--- src/rtl/mem_port_arbiter_if.sv ---
// mem_port_arbiter_if: fetch, load/store and memory-side handshake signals of the shared memory port
interface mem_port_arbiter_if #(parameter int XLEN = 64);
    logic            if_req_valid;
    logic            if_req_ready;
    logic [XLEN-1:0] if_addr;
    logic            if_rsp_valid;
    logic [XLEN-1:0] if_rsp_data;
    logic            ls_req_valid;
    logic            ls_req_ready;
    logic            ls_wen;
    logic [XLEN-1:0] ls_addr;
    logic [XLEN-1:0] ls_wdata;
    logic [7:0]      ls_wmask;
    logic            ls_rsp_valid;
    logic [XLEN-1:0] ls_rsp_data;
    logic            mem_req_valid;
    logic            mem_req_ready;
    logic            mem_wen;
    logic [XLEN-1:0] mem_addr;
    logic [XLEN-1:0] mem_wdata;
    logic [7:0]      mem_wmask;
    logic            mem_rsp_valid;
    logic [XLEN-1:0] mem_rsp_data;
    modport slave (
        input  if_req_valid, if_addr, ls_req_valid, ls_wen, ls_addr, ls_wdata, ls_wmask,
               mem_req_ready, mem_rsp_valid, mem_rsp_data,
        output if_req_ready, if_rsp_valid, if_rsp_data, ls_req_ready, ls_rsp_valid, ls_rsp_data,
               mem_req_valid, mem_wen, mem_addr, mem_wdata, mem_wmask
    );
    modport master (
        output if_req_valid, if_addr, ls_req_valid, ls_wen, ls_addr, ls_wdata, ls_wmask,
               mem_req_ready, mem_rsp_valid, mem_rsp_data,
        input  if_req_ready, if_rsp_valid, if_rsp_data, ls_req_ready, ls_rsp_valid, ls_rsp_data,
               mem_req_valid, mem_wen, mem_addr, mem_wdata, mem_wmask
    );
endinterface

--- src/rtl/mem_port_arbiter.sv ---
// mem_port_arbiter: shares one memory port between fetch and load/store, LS priority with fetch starvation limit
module mem_port_arbiter #(
    parameter int XLEN       = 64,
    parameter int STARVE_MAX = 4
) (
    input  logic                 clk,
    input  logic                 rst,
    mem_port_arbiter_if.slave    bus,
    output logic                 busy,
    output logic                 protocol_err
);
    typedef enum logic [1:0] {IDLE, REQ, WAIT} state_t;
    localparam logic [3:0] LP_MAX = 4'(STARVE_MAX);
    state_t          r_state, w_next;
    logic            r_owner_ls, r_wen, r_if_rsp_valid, r_ls_rsp_valid, r_err;
    logic [XLEN-1:0] r_addr, r_wdata, r_if_rsp_data, r_ls_rsp_data;
    logic [7:0]      r_mask;
    logic [3:0]      r_streak;
    logic            w_idle, w_grant_ls, w_grant_if, w_rsp;
    logic [XLEN-1:0] w_addr;
    always_comb begin
        w_idle     = r_state == IDLE;
        w_grant_ls = w_idle & bus.ls_req_valid & ~(bus.if_req_valid & (r_streak == LP_MAX));
        w_grant_if = w_idle & bus.if_req_valid & ~w_grant_ls;
        w_rsp      = (r_state == WAIT) & bus.mem_rsp_valid;
        w_addr     = w_grant_ls ? bus.ls_addr : bus.if_addr;
        w_next     = r_state;
        case (r_state)
            IDLE:    w_next = (w_grant_ls | w_grant_if) ? REQ : IDLE;
            REQ:     w_next = bus.mem_req_ready ? WAIT : REQ;
            default: w_next = bus.mem_rsp_valid ? IDLE : WAIT;
        endcase
    end
    always_ff @(posedge clk) begin
        if (rst) begin
            r_state        <= IDLE;
            r_owner_ls     <= 1'b0;
            r_wen          <= 1'b0;
            r_addr         <= '0;
            r_wdata        <= '0;
            r_mask         <= '0;
            r_streak       <= '0;
            r_if_rsp_valid <= 1'b0;
            r_ls_rsp_valid <= 1'b0;
            r_if_rsp_data  <= '0;
            r_ls_rsp_data  <= '0;
            r_err          <= 1'b0;
        end else begin
            r_state        <= w_next;
            r_if_rsp_valid <= w_rsp & ~r_owner_ls;
            r_ls_rsp_valid <= w_rsp & r_owner_ls;
            if (w_rsp && r_owner_ls)
                r_ls_rsp_data <= r_wen ? '0 : bus.mem_rsp_data;
            if (w_rsp && !r_owner_ls)
                r_if_rsp_data <= bus.mem_rsp_data;
            // a response outside WAIT has no owner: flag it and drop it
            if (bus.mem_rsp_valid && r_state != WAIT)
                r_err <= 1'b1;
            if (w_grant_ls || w_grant_if) begin
                r_owner_ls <= w_grant_ls;
                r_wen      <= w_grant_ls & bus.ls_wen;
                r_addr     <= {w_addr[XLEN-1:3], 3'b000};
                r_wdata    <= w_grant_ls ? bus.ls_wdata : '0;
                r_mask     <= (w_grant_ls & bus.ls_wen) ? bus.ls_wmask : '0;
                r_streak   <= (w_grant_ls & bus.if_req_valid) ? ((r_streak == LP_MAX) ? LP_MAX : r_streak + 4'd1) : '0;
            end
        end
    end
    assign bus.if_req_ready  = w_grant_if;
    assign bus.ls_req_ready  = w_grant_ls;
    assign bus.if_rsp_valid  = r_if_rsp_valid;
    assign bus.if_rsp_data   = r_if_rsp_data;
    assign bus.ls_rsp_valid  = r_ls_rsp_valid;
    assign bus.ls_rsp_data   = r_ls_rsp_data;
    assign bus.mem_req_valid = r_state == REQ;
    assign bus.mem_wen       = r_wen;
    assign bus.mem_addr      = r_addr;
    assign bus.mem_wdata     = r_wdata;
    assign bus.mem_wmask     = r_mask;
    assign busy              = ~w_idle;
    assign protocol_err      = r_err;
endmodule

--- src/flat_wrapper.sv ---
// flat-port wrapper written by rule: the top's interface ports become plain ports
module mem_port_arbiter_flat 
#(
    parameter int XLEN       = 64,
    parameter int STARVE_MAX = 4
)
  (clk, rst, busy, protocol_err, bus_if_req_valid, bus_if_addr, bus_ls_req_valid, bus_ls_wen, bus_ls_addr, bus_ls_wdata, bus_ls_wmask, bus_mem_req_ready, bus_mem_rsp_valid, bus_mem_rsp_data, bus_if_req_ready, bus_if_rsp_valid, bus_if_rsp_data, bus_ls_req_ready, bus_ls_rsp_valid, bus_ls_rsp_data, bus_mem_req_valid, bus_mem_wen, bus_mem_addr, bus_mem_wdata, bus_mem_wmask);
  mem_port_arbiter_if #(.XLEN(XLEN)) bus_i ();
  input  logic clk;
  input  logic rst;
  output logic busy;
  output logic protocol_err;
  input wire logic [$bits(bus_i.if_req_valid)-1:0] bus_if_req_valid;
  input wire logic [$bits(bus_i.if_addr)-1:0] bus_if_addr;
  input wire logic [$bits(bus_i.ls_req_valid)-1:0] bus_ls_req_valid;
  input wire logic [$bits(bus_i.ls_wen)-1:0] bus_ls_wen;
  input wire logic [$bits(bus_i.ls_addr)-1:0] bus_ls_addr;
  input wire logic [$bits(bus_i.ls_wdata)-1:0] bus_ls_wdata;
  input wire logic [$bits(bus_i.ls_wmask)-1:0] bus_ls_wmask;
  input wire logic [$bits(bus_i.mem_req_ready)-1:0] bus_mem_req_ready;
  input wire logic [$bits(bus_i.mem_rsp_valid)-1:0] bus_mem_rsp_valid;
  input wire logic [$bits(bus_i.mem_rsp_data)-1:0] bus_mem_rsp_data;
  output wire logic [$bits(bus_i.if_req_ready)-1:0] bus_if_req_ready;
  output wire logic [$bits(bus_i.if_rsp_valid)-1:0] bus_if_rsp_valid;
  output wire logic [$bits(bus_i.if_rsp_data)-1:0] bus_if_rsp_data;
  output wire logic [$bits(bus_i.ls_req_ready)-1:0] bus_ls_req_ready;
  output wire logic [$bits(bus_i.ls_rsp_valid)-1:0] bus_ls_rsp_valid;
  output wire logic [$bits(bus_i.ls_rsp_data)-1:0] bus_ls_rsp_data;
  output wire logic [$bits(bus_i.mem_req_valid)-1:0] bus_mem_req_valid;
  output wire logic [$bits(bus_i.mem_wen)-1:0] bus_mem_wen;
  output wire logic [$bits(bus_i.mem_addr)-1:0] bus_mem_addr;
  output wire logic [$bits(bus_i.mem_wdata)-1:0] bus_mem_wdata;
  output wire logic [$bits(bus_i.mem_wmask)-1:0] bus_mem_wmask;
  assign bus_i.if_req_valid = bus_if_req_valid;
  assign bus_i.if_addr = bus_if_addr;
  assign bus_i.ls_req_valid = bus_ls_req_valid;
  assign bus_i.ls_wen = bus_ls_wen;
  assign bus_i.ls_addr = bus_ls_addr;
  assign bus_i.ls_wdata = bus_ls_wdata;
  assign bus_i.ls_wmask = bus_ls_wmask;
  assign bus_i.mem_req_ready = bus_mem_req_ready;
  assign bus_i.mem_rsp_valid = bus_mem_rsp_valid;
  assign bus_i.mem_rsp_data = bus_mem_rsp_data;
  assign bus_if_req_ready = bus_i.if_req_ready;
  assign bus_if_rsp_valid = bus_i.if_rsp_valid;
  assign bus_if_rsp_data = bus_i.if_rsp_data;
  assign bus_ls_req_ready = bus_i.ls_req_ready;
  assign bus_ls_rsp_valid = bus_i.ls_rsp_valid;
  assign bus_ls_rsp_data = bus_i.ls_rsp_data;
  assign bus_mem_req_valid = bus_i.mem_req_valid;
  assign bus_mem_wen = bus_i.mem_wen;
  assign bus_mem_addr = bus_i.mem_addr;
  assign bus_mem_wdata = bus_i.mem_wdata;
  assign bus_mem_wmask = bus_i.mem_wmask;
  mem_port_arbiter #(.XLEN(XLEN), .STARVE_MAX(STARVE_MAX)) u_core (.clk(clk), .rst(rst), .bus(bus_i), .busy(busy), .protocol_err(protocol_err));
endmodule
--- config.mk ---
export PLATFORM = sky130hd
export DESIGN_NAME = mem_port_arbiter_flat
export DESIGN_NICKNAME = d
export VERILOG_FILES = /design/src/rtl/mem_port_arbiter_if.sv /design/src/rtl/mem_port_arbiter.sv /design/src/flat_wrapper.sv
export SDC_FILE = /design/constraint.sdc
export NUM_CORES = 1
export LEC_CHECK = 0
export CORE_AREA = 3 3 209 211
export CTS_CLUSTER_SIZE = 28
export DETAILED_ROUTE_END_ITERATION = 12
export DIE_AREA = 0 0 212 214
export DONT_BUFFER_PORTS = 1
export GPL_TIMING_DRIVEN = 1
export PLACE_DENSITY = 0.48
export RECOVER_POWER = 100
export SLEW_MARGIN = 20
export SYNTH_ARGS = -nofsm -noshare
export SYNTH_HDL_FRONTEND = slang
export SYNTH_SLANG_ARGS = --single-unit
--- constraint.sdc ---
create_clock -name clk -period 2.4 [get_ports clk]
set_input_delay 0.48 -clock clk [delete_from_list [all_inputs] [get_ports clk]]
set_output_delay 0.48 -clock clk [all_outputs]
set_load 0.05 [all_outputs]
======== Yosys cells after proc, flatten, opt, wreduce, memory -nomap -nowiden ========
Cells that the tools add are included.
operators by class
  add/subtract/negate cells ............... 1
  equality and inequality tests ........... 4
  multiplexer cells ....................... 10
  bitwise gates (word level) .............. 15
  reduce and logical (&&, ||, !) cells .... 6
operators with widths
  kind                 count
  $mux 64              3
  $and 1x1->1          10
  $mux 4               2
  $mux 8               1
  $add 4x1->4 const B  1
  $eq 4x3->1 const B   1
  $mux 2               2
  $not 1->1            4
  $pmux 2 s2           1
  $logic_and 1x1->1    3
  $eq 2x1->1 const B   1
  $eq 2x2->1 const B   1
  $logic_not 2->1      1
  $ne 2x2->1 const B   1
  $logic_not 1->1      1
  $logic_or 1x1->1     1
  $mux 1               1
  $or 1x1->1           1
word-level totals
  flip-flop bits (word level) ............. 272
  bits of input ports ..................... 271
  word-level logic and storage cells ...... 48

======== Depth between registers and ports, before layout ========
Gate-level depths: netlist of the first run.
  depth after elaboration ................. 9
  depth in mapped cells ................... 7

======== Worst setup path before layout of the first run ========
Ideal clock, no wire load.
  kind .................................... reg2out
  start ................................... register u_core.r_streak[0]
  end ..................................... output port bus_if_req_ready
  arrival time ............................ 1.765 ns
  data required time ...................... 1.920 ns
  path slack .............................. 0.155 ns
  cell stages (with the launch flop) ...... 8
  path through ............................ dfxtp_1 -> inv_1 -> ha_1 -> nand4b_1 -> clkbuf_1 -> clkbuf_1 -> nand2_1 -> and3_1
between the ends
  cells in the longest elaborated chain, start to end .. 6
ends and longest elaborated chain
  element                   line                    text
  start: declaration        mem_port_arbiter.sv:18  logic [3:0] r_streak;
  start signal: assignment  mem_port_arbiter.sv:65  r_streak <= (w_grant_ls & bus.if_req_valid) ? ((r_streak == LP_MAX) ? LP_MAX : r_streak + 4'd1) : '0;
  $eq 4x3->1                mem_port_arbiter.sv:23  w_grant_ls = w_idle & bus.ls_req_valid & ~(bus.if_req_valid & (r_streak == LP_MAX));
  $and 1x1->1               mem_port_arbiter.sv:23
  $not 1->1                 mem_port_arbiter.sv:23
  $and 1x1->1               mem_port_arbiter.sv:23
  $not 1->1                 mem_port_arbiter.sv:24  w_grant_if = w_idle & bus.if_req_valid & ~w_grant_ls;
  $and 1x1->1               mem_port_arbiter.sv:24
  end: declaration          flat_wrapper.sv:23      output wire logic [$bits(bus_i.if_req_ready)-1:0] bus_if_req_ready;
No other way between the ends.

======== Final worst setup path of the first run ========
Ends and elaborated chain as after synthesis.

==> results.toml, run 1 <==
[floorplan]
die_height_um = 214
core_um2 = 41900
start_util = 0.246
rows = 75
die-area_um2 = 45400
io_pins = 543
die_w_um = 212

[worst_setup_path]
critPathArrivalTime_ns = 1.77
crit_chain = "inv_1, ha_1, nand4b_1, nand2_2, and3_4"
r2r_start = "u_core.r_state[1]"
cp-end-kind = "output port"
worst_path_largest_cell_delay_ns = 0.34
slowest_stage = "dfxtp_1"
crit_required_ns = 1.92
cpLargestDelayFamily = "simple AND/OR/NAND/NOR gates"
rr_worst_depth = 5
worst-setup-path-type = "flop to output port"
path_max_fanout = 5
crit_buf_inv = 1
critPathLaunchType = "flop"
crit_cells = 5
critPathLaunch = "u_core.r_streak[0]"

[grt]
grt.met1_usage = 0.173
grt_pass1_vias = 8786
antenna_found_initial = 1
overflow = 0
grt_max_degree = 162
grt_use_total = 0.150
grt.met2_usage = 0.258
grt_most_used_layer = "met2"
gr-usage-met3 = 0.0532
grt_pass1_wl_um = 54800

[run_status]
status = "completed"

[timing]
setup_viol = 0
period_share = 0.937
rsz0062_at_grt = "no"
min_period_ns = 2.25
worst_pin_slew_ns = 0.972
fmax_mhz = 445
fin_skew_ns = 0.00890
slew_viol_final = 0
maxSlewHeadroom = 0.352
finalHoldViolations = 0

[route]
via_per_inst = 5.32
vias = 8862
ant_nets = 0
wl_per_cell_um = 22.1
drt_pass1_iterations = 4
drt_iter0_markers = 583
drt_drc_violations_left = 0
routed_wl_um = 36900

[layout]
fill_cells = 4482
post-route-util = 0.280
fin_nets = 1378
stdcell_count = 1667
area_growth_pct = 14.0
drive_gt1_frac = 0.0736

[placement]
routabilityCongestion = 0.797
dp.cells = 1609
portBuffers = 0
hpwlAfterDp_um = 24300

[min_path]
hold-path-cell-count = 1
hold_path.class = "input pin to flop"
min_from = "bus_mem_rsp_data[12]"

[synth]
async_flop_share = 0
syn_inst = 1177
yosysWarnings = 0
synth_top_flop_cell = "dfxtp_1"
yosysMostFrequentCell = "dfxtp_1"
synth_edf_count = 0
synth_cell_types = 40
synth_top_cell_by_area = "dfxtp_1"
yosys_register_bits = 272
ys_seq_area_frac = 0.528
yosys-top-cells-area = "dfxtp_1 (53%), a21oi_1 (9.9%), o21ai_0 (6.6%)"
synthTopCellsByCount = "dfxtp_1 (272), a21oi_1 (205), o21ai_0 (136), nand2_1 (131), nand3_1 (127)"
synth_top_area_share = 0.528
synth.cell_area_um2 = 10300
syn_area_per_cell_um2 = 8.76

[cts]
cts_made_buffers = 30
cts.sinks = 272
clk_pin_slew_ns = 0.06
htreeDepth = 1
cts_root_buf = "clkbuf_16"
worstSkewPairLatency_ns = 0.55
clockBufferDepth = 3
cts_tree = "yes"

[flow_run]
drv_cap = 0

[pwr]
powerDensity_nw_per_um2 = 970
leakage_nw = 3.89
ir_drop_mv = 0.546
## area by class of cell
cell class | count | area [um^2] | area share
timing repair buffer | 27 | 295 | 0.0251
antenna | 1 | 2.50 | 0.000213
sequential | 272 | 5450 | 0.463
clock buffer | 44 | 875 | 0.0744
tap | 539 | 674 | 0.0573
clock inverter | 10 | 150 | 0.0128
multi-input combinational | 769 | 4300 | 0.366
inverter | 5 | 18.8 | 0.00160
## state kept, by name, indices dropped and copies added (netlist names)
signal                   cells
u_core.bus.ls_rsp_data      64
u_core.bus.mem_wen           1
u_core.bus.mem_addr         61
u_core.bus.mem_wdata        64
u_core.r_owner_ls            1
u_core.bus.if_rsp_data      64
u_core.protocol_err          1
u_core.r_state               2
u_core.bus.if_rsp_valid      1
u_core.bus.ls_rsp_valid      1
u_core.r_streak              4
u_core.bus.mem_wmask         8
## kinds of logic after synthesis
logic type	after synthesis	synth area share
other	1	0.000364
flip-flops	272	0.528
buffers and inverters	138	0.0596
AO/OA/AOI/OAI	471	0.276
AND/OR/NAND/NOR	293	0.134
adder cells (fa/ha/maj)	2	0.00243
## through the flow
step | instance area (um^2) | setup TNS [ns] | setup WS, ns | total power [W] | hold WS (ns)
floorplan | 10300 | 0 | 0.155 | 0.00647 | 0.475
global placement | 10700 | 0 | 0.366 | 0.00671 | 0.496
detailed placement | 10700 | 0 | 0.316 | 0.00673 | 0.516
CTS | 11800 | -0.108 | -0.0597 | 0.0116 | 0.00177
global route | 11800 | 0 | 0.00401 | 0.0119 | 0.0110
finish | 11800 | 0 | 0.152 | 0.0114 | 0.0506
## timing repair
action / CTS / global route
hold endpoints to repair: 47 / 0
pin swaps: 0 / 1
hold buffers: 2 / 0
setup buffers: 0 / 1
resized for setup: 3 / 3
cloned: 0 / 0
setup endpoints to repair: 3 / 2
## final timing paths
path	slack (ns)	end
min reg2reg	0.53	u_core.r_streak[3]
max	0.15	bus_if_req_ready
max reg2reg	0.23	u_core.bus.if_rsp_data[57]
min	0.05	u_core.bus.ls_rsp_data[12]
## cells in the final DEF (no fill, tap or decap), drive strengths merged, types with 4 or more instances in the layout
cell type	n
nand4	11
a21oi	205
buf	21
clkbuf	49
bufinv	4
inv	5
o21ai	137
nand3	127
dfxtp	272
nor2	6
nand2	131
a311oi	62
a22o	64
clkinv	6
## report_power, final
group	switching [W]	internal, W
logic	0.000589	0.000305
clock network	0.00184	0.00293
registers	0.000990	0.00475
total	0.00342	0.00799
## worst register-to-register path, stage by stage, from the launching register on
cell	delay, ns
dfxtp_1	0.50
clkbuf_1	0.27
nor4bb_1	0.68
buf_12	0.33
nand2_1	0.18
a21oi_1	0.14
## metal layers
metal	part of all wire	routed length, um
met1	0.38	13900
met2	0.49	17900
met3	0.11	4070
met4	0.027	993
met5	0.00019	7
No activity file was read; power rests on OpenSTA's default activity.
==> run 2, diff against run 1 <==
--- a/config.mk
+++ b/config.mk
@@ -5,13 +5,14 @@
 export SDC_FILE = /design/constraint.sdc
 export NUM_CORES = 1
 export LEC_CHECK = 0
-export CORE_AREA = 3 3 209 211
+export ABC_AREA = 1
+export CORE_AREA = 10 10 202 204
 export CTS_CLUSTER_SIZE = 28
 export DETAILED_ROUTE_END_ITERATION = 12
 export DIE_AREA = 0 0 212 214
 export DONT_BUFFER_PORTS = 1
 export GPL_TIMING_DRIVEN = 1
-export PLACE_DENSITY = 0.48
+export PLACE_DENSITY = 0.53
 export RECOVER_POWER = 100
 export SLEW_MARGIN = 20
 export SYNTH_ARGS = -nofsm -noshare
==> run 2 against run 1 <==
  * Sequential power up 1%
  * Clock skew grew 0.012 ns
  * Register-to-register slack improved by 0.11 ns
  * Fmax down 2.6%
  * Flip-flop and latch count stayed put
  * Die area stayed put
  * Global-route usage increased by 0.71 points
  * Critical path type unchanged
  * Critical endpoint unchanged
==> results.toml, run 2 <==
[route]
ant_nets = 0
wl_per_cell_um = 20.3
drt_drc_violations_left = 0
drt_iter0_markers = 715
vias = 9255
drt_pass1_iterations = 5
via_per_inst = 4.93
routed_wl_um = 38200

[cts]
cts_root_buf = "clkbuf_16"
cts.sinks = 272
worstSkewPairLatency_ns = 0.56
cts_tree = "yes"
clockBufferDepth = 3
htreeDepth = 1
cts_made_buffers = 29
clk_pin_slew_ns = 0.06

[layout]
mostFrequentLayoutCell = "nand2_1"
multi_input_area_um2 = 4510
final_cell_mix = "nand2_1 (342), dfxtp_1 (270), nand3_1 (189)"
regArea_um2 = 5450
post-route-cell-area_um2 = 12300
num_antenna_cells = 0
area_growth_pct = 14.8
drive_gt1_frac = 0.0762
fin_nets = 1654
stdcell_count = 1878
fill_cells = 3929

[timing]
finalHoldViolations = 0
period_share = 0.961
fin_skew_ns = 0.0210
min_period_ns = 2.31
fmax_mhz = 433
worst_pin_slew_ns = 1.24
setup_viol = 0
maxSlewHeadroom = 0.170
slew_viol_final = 0
rsz0062_at_grt = "no"
finalSetupTns_ns = 0

[pwr]
ir_drop_mv = 0.580
powerDensity_nw_per_um2 = 949
leakage_nw = 5.13

[min_path]
hold_path.class = "input pin to flop"
hold-path-cell-count = 3
min_from = "rst"
whs_endpoint = "u_core.r_streak[0]"

[grt]
grt_pass1_vias = 9112
grt_max_degree = 82
overflow = 0
gr-usage-met3 = 0.0772
grt_most_used_layer = "met2"
grt_use_total = 0.157
grt.met1_usage = 0.172
grt.met2_usage = 0.263
antenna_found_initial = 0
grt_pass1_wl_um = 56900

[synth]
synth.cell_area_um2 = 10700
synth_mux_area_frac = 0
yosysMostFrequentCell = "nand2_1"
yosys.area_share.simple = 0.271
async_flop_share = 0
syn_inst = 1427
yosys_register_bits = 272
syn_area_per_cell_um2 = 7.49
ys_seq_area_frac = 0.509
synth_top_family_by_area = "simple AND/OR/NAND/NOR gates"
synth_edf_count = 0
synthAdderAreaFrac = 0.00234
yosys-top-cells-area = "dfxtp_1 (51%), nand2_1 (12%), nand3_1 (8.9%)"
synth_top_cell_by_area = "dfxtp_1"
synth_top_area_share = 0.509
synth_top_flop_cell = "dfxtp_1"
synth_compound_area_frac = 0.141
yosysWarnings = 0
synth_cell_types = 26
synthTopCellsByCount = "nand2_1 (342), dfxtp_1 (272), nand3_1 (190), nor2_1 (137), o21ai_0 (99)"
synth_xor_area_frac = 0

[worst_setup_path]
r2r_start = "u_core.r_state[1]"
cpLargestDelayFamily = "simple AND/OR/NAND/NOR gates"
crit_buf_inv = 3
timing.rr.end = "u_core.bus.mem_addr[58]"
slowest_stage = "dfxtp_4"
critPathLaunchType = "flop"
rrSetupSlack_ns = 0.34
cp-end-kind = "output port"
rr_worst_depth = 8
path_max_fanout = 4
critPathArrivalTime_ns = 1.83
crit_chain = "inv_2, ha_4, nand4_4, nand2_4, inv_8, nor3_4, buf_6"
worst_path_largest_cell_delay_ns = 0.35
crit_required_ns = 1.92
worst-setup-path-type = "flop to output port"

[floorplan]
die_w_um = 212
io_pins = 543
die_height_um = 214
die-area_um2 = 45400
start_util = 0.289
core_um2 = 37000
rows = 71

[flow_run]
drv_cap = 0

[placement]
hpwlAfterDp_um = 27800
placed_cell_area_um2 = 11200
portBuffers = 0
routabilityCongestion = 0.818
dp.cells = 1817

[run_status]
status = "completed"
-- run 2: changes by cell type after synthesis, moves of 62 or more --
cell,change
a311oi_1,-62
a22o_1,-64
a21oi_1,-126
inv_1,+69
nand2_1,+211
nor2_1,+134
nand3_1,+63
-- run 2: report_power, final --
part           switching [W]  internal (W)
clock network        0.00185       0.00283
logic               0.000728      0.000428
registers            0.00106       0.00477
total                0.00364       0.00802
-- run 2: cells by family (layout without fill, tap and decap cells) --
kind of cell             after synthesis  count (layout)
AND/OR/NAND/NOR                      687             687
buffers and inverters                195             170
adder cells (fa/ha/maj)                2               2
AO/OA/AOI/OAI                        270             270
other                                  1               3
flip-flops                           272             272
-- run 2: worst reg2reg max path, cell delays in order (launching register included) --
cell	delay, ns
dfxtp_1	0.33
inv_2	0.12
nand2_8	0.14
nor2_8	0.14
clkbuf_4	0.66
nand3_1	0.34
nand3_1	0.17
nand2_1	0.06
inv_1	0.04
-- run 2: worst max path at each step --
| stage | cells past startpoint | from | end |
|---|---|---|---|
| after floorplan | 6 | bus_if_req_valid | bus_if_req_ready |
| after global routing | 7 | u_core.r_streak[1] | bus_if_req_ready |
| after CTS | 7 | u_core.r_streak[0] | bus_if_req_ready |
| after detailed placement | 7 | u_core.r_streak[0] | bus_if_req_ready |
| final | 7 | u_core.r_streak[1] | bus_if_req_ready |
| after global placement | 7 | u_core.r_streak[0] | bus_if_req_ready |
-- run 2: final cells by class --
class / instances / share of cell area
Clock inverter: 16 / 0.0152
Inverter: 80 / 0.0257
Clock buffer: 38 / 0.0667
Tap cell: 474 / 0.0483
Timing Repair Buffer: 36 / 0.0330
Multi-Input combinational cell: 962 / 0.367
Sequential cell: 272 / 0.444
-- run 2: per-stage QoR --
| stage | util | setup WS (ns) | hold WS [ns] | power, W |
|---|---|---|---|---|
| after floorplan | - | 0.0320 | 0.462 | 0.00671 |
| after global placement | 0.301 | 0.527 | 0.476 | 0.00702 |
| after detailed placement | 0.301 | 0.526 | 0.481 | 0.00704 |
| after CTS | 0.330 | 0.0170 | 0.0145 | 0.0118 |
| after global routing | 0.331 | 0.000281 | 0.0391 | 0.0122 |
| final | 0.331 | 0.0931 | 0.0449 | 0.0117 |
-- run 2: per-layer routing --
| layer | wire [um] | vias up |
|---|---|---|
| met2 | 18200 | 400 |
| li1 | - | 4541 |
| met1 | 14000 | 4269 |
| met4 | 790 | 0 |
| met5 | 0 | - |
| met3 | 5130 | 45 |
-- run 2: timing repair --
item / CTS / global route
resized for setup: 4 / 12
hold endpoints to repair: 81 / 0
setup buffers: 0 / 5
gates cloned: 0 / 1
pin swaps: 0 / 4
setup endpoints to repair: 2 / 2
hold buffers: 1 / 0
==> run 3, diff against run 2 <==
--- a/config.mk
+++ b/config.mk
@@ -7,6 +7,7 @@
 export LEC_CHECK = 0
 export ABC_AREA = 1
 export CORE_AREA = 10 10 202 204
+export CTS_BUF_LIST = sky130_fd_sc_hd__clkbuf_2
 export CTS_CLUSTER_SIZE = 28
 export DETAILED_ROUTE_END_ITERATION = 12
 export DIE_AREA = 0 0 212 214
==> run 3 against run 2 <==
  * The run now ends with setup timing left
  * First-iteration DRC count is 17% higher
  * Count of clock-buffer cells in the layout is 70 higher
  * Register-to-register slack worse by 0.50 ns
  * Non-clock buffer count is 288 higher
  * Fmax is 10% lower
  * Routed wire length is 11% higher
  * Core utilization is 6.9 points higher
  * Sequential power hardly changed
  * Power is 7.1% lower
  * Flip-flop and latch count stayed put
  * Worst setup slack worse by 0.26 ns
  * Cell count is 19% higher
  * Critical endpoint is now u_core.bus.mem_wdata[8]
  * Largest power group unchanged
  * Highest routed layer unchanged
==> results.toml, run 3 (same netlist as run 2, synthesis figures left out) <==
[run_status]
status = "finished, violations left"
violations = "setup timing"

[layout]
stdcell_count = 2244
fin_nets = 1988
fill_cells = 3640
area_growth_pct = 38.9
drive_gt1_frac = 0.104
mostFrequentLayoutCell = "nand2_1"
final_cell_mix = "nand2_1 (342), dlygate4sd3_1 (277), dfxtp_1 (268)"

[timing]
period_share = 1.07
finalHoldViolations = 0
maxSlewHeadroom = 0.150
layout_setup_ws_ns = -0.162
finalSetupTns_ns = -0.370
fmax_mhz = 390
worst_pin_slew_ns = 1.27
rsz0062_at_grt = "yes"
hold_slack_ns = 0.143
setup_viol = 3
fin_skew_ns = 0.0602
min_period_ns = 2.56
slew_viol_final = 0

[floorplan]
start_util = 0.289
core_um2 = 37000
die-area_um2 = 45400
rows = 71
die_w_um = 212
io_pins = 543
die_height_um = 214

[flow_run]
drv_cap = 0

[worst_setup_path]
critPathLaunchType = "flop"
path_max_fanout = 54
cp-end-kind = "flop"
worst_path_largest_cell_delay_ns = 0.66
slowest_stage = "o21ai_1"
crit_chain = "inv_4, nand2_8, inv_1, o21ai_1, buf_12, nand2_1, a21oi_1, dlygate4sd3_1"
crit_required_ns = 3.22
critPathArrivalTime_ns = 3.39
rr_worst_depth = 8
worst-setup-path-type = "flop to flop"

[placement]
routabilityCongestion = 0.818
portBuffers = 0
hpwlAfterDp_um = 27800
dp.cells = 1817

[route]
drt_drc_violations_left = 0
via_per_inst = 4.91
wl_per_cell_um = 18.9
drt_iter0_markers = 837
ant_nets = 0
vias = 11015
drt_pass1_iterations = 5
routed_wl_um = 42500

[pwr]
powerDensity_nw_per_um2 = 730
leakage_nw = 6.29
power_switching_w = 0.00390
power_frac_seq = 0.538
combinationalPowerShare = 0.162
ir_drop_mv = 0.406
pwr-share-clk = 0.300
switching_share = 0.360
p_int_w = 0.00693

[cts]
cts.sinks = 272
clockBufferDepth = 3
clk_pin_slew_ns = 0.11
cts_root_buf = "clkbuf_2"
worstSkewPairLatency_ns = 0.89
cts_tree = "yes"
htreeDepth = 3
cts_made_buffers = 75

[min_path]
hold-path-cell-count = 4
hold_path.class = "input pin to flop"

[grt]
antenna_found_initial = 4
overflow = 0
grt_max_degree = 84
grt_pass1_wl_um = 65000
grt_use_total = 0.179
grt_pass1_vias = 11292
-- run 3: path summary, 6_finish.rpt --
kind                            from                          to  slack (ns)
setup / recovery   u_core.r_state[1]     u_core.bus.mem_wdata[8]       -0.16
setup reg to reg   u_core.r_state[1]     u_core.bus.mem_wdata[8]       -0.16
hold reg to reg   u_core.r_streak[2]          u_core.r_streak[2]        0.54
hold / removal     bus_mem_rsp_valid  u_core.bus.if_rsp_data[23]        0.14
-- run 3: critical path: cells and delay by family (launching register included) --
| kind | cells | cell delay [ns] |
|---|---|---|
| AO/OA/AOI/OAI | 2 | 0.81 |
| AND/OR/NAND/NOR | 2 | 0.24 |
| buffers and inverters | 4 | 1.01 |
| flip-flops | 1 | 0.39 |
-- run 3: through the flow --
step | util | area [um^2] | setup slack (ns) | total power (W)
3_3_place_gp | 0.301 | 11200 | 0.527 | 0.00702
2_1_floorplan | - | 10700 | 0.0320 | 0.00671
5_1_grt | 0.401 | 14800 | -0.359 | 0.0115
6_report | 0.401 | 14800 | -0.162 | 0.0108
4_1_cts | 0.402 | 14900 | -0.384 | 0.0110
3_5_place_dp | 0.301 | 11200 | 0.526 | 0.00704
-- run 3: area by class of cell --
type / count / area, um^2 / share of cell area
Antenna cell: 6 / 15.0 / 0.00101
Clock buffer: 108 / 541 / 0.0364
Clock inverter: 18 / 100 / 0.00674
Inverter: 80 / 318 / 0.0214
Multi-Input combinational cell: 962 / 4490 / 0.302
Sequential cell: 272 / 5450 / 0.367
Tap cell: 474 / 593 / 0.0399
Timing Repair Buffer: 324 / 3340 / 0.225
-- run 3: repair_timing --
action,4_1_cts,5_1_grt
setup endpoints to repair,2,30
endpoints found under the hold margin,272,0
pin swaps,6,6
setup buffers,13,1
cloned,4,0
gates resized for setup,20,3
hold buffers,278,0
-- run 3: power groups by stage --
| stage | clock [W] | sequential [W] | combinational, W |
|---|---|---|---|
| global placement | 0 | 0.00594 | 0.00109 |
| finish | 0.00325 | 0.00582 | 0.00176 |
| CTS | 0.00341 | 0.00583 | 0.00176 |
| detailed placement | 0 | 0.00594 | 0.00111 |
| floorplan | 0 | 0.00582 | 0.000882 |
| global route | 0.00366 | 0.00586 | 0.00193 |
-- run 3: per-layer routing --
| layer | vias up | GRT usage | wire length [um] |
|---|---|---|---|
| met4 | 0 | 0.0760 | 1330 |
| met3 | 91 | 0.0893 | 5510 |
| met1 | 5064 | 0.189 | 15500 |
| met5 | - | 0 | 0 |
| met2 | 599 | 0.295 | 20200 |
| li1 | 5261 | - | - |
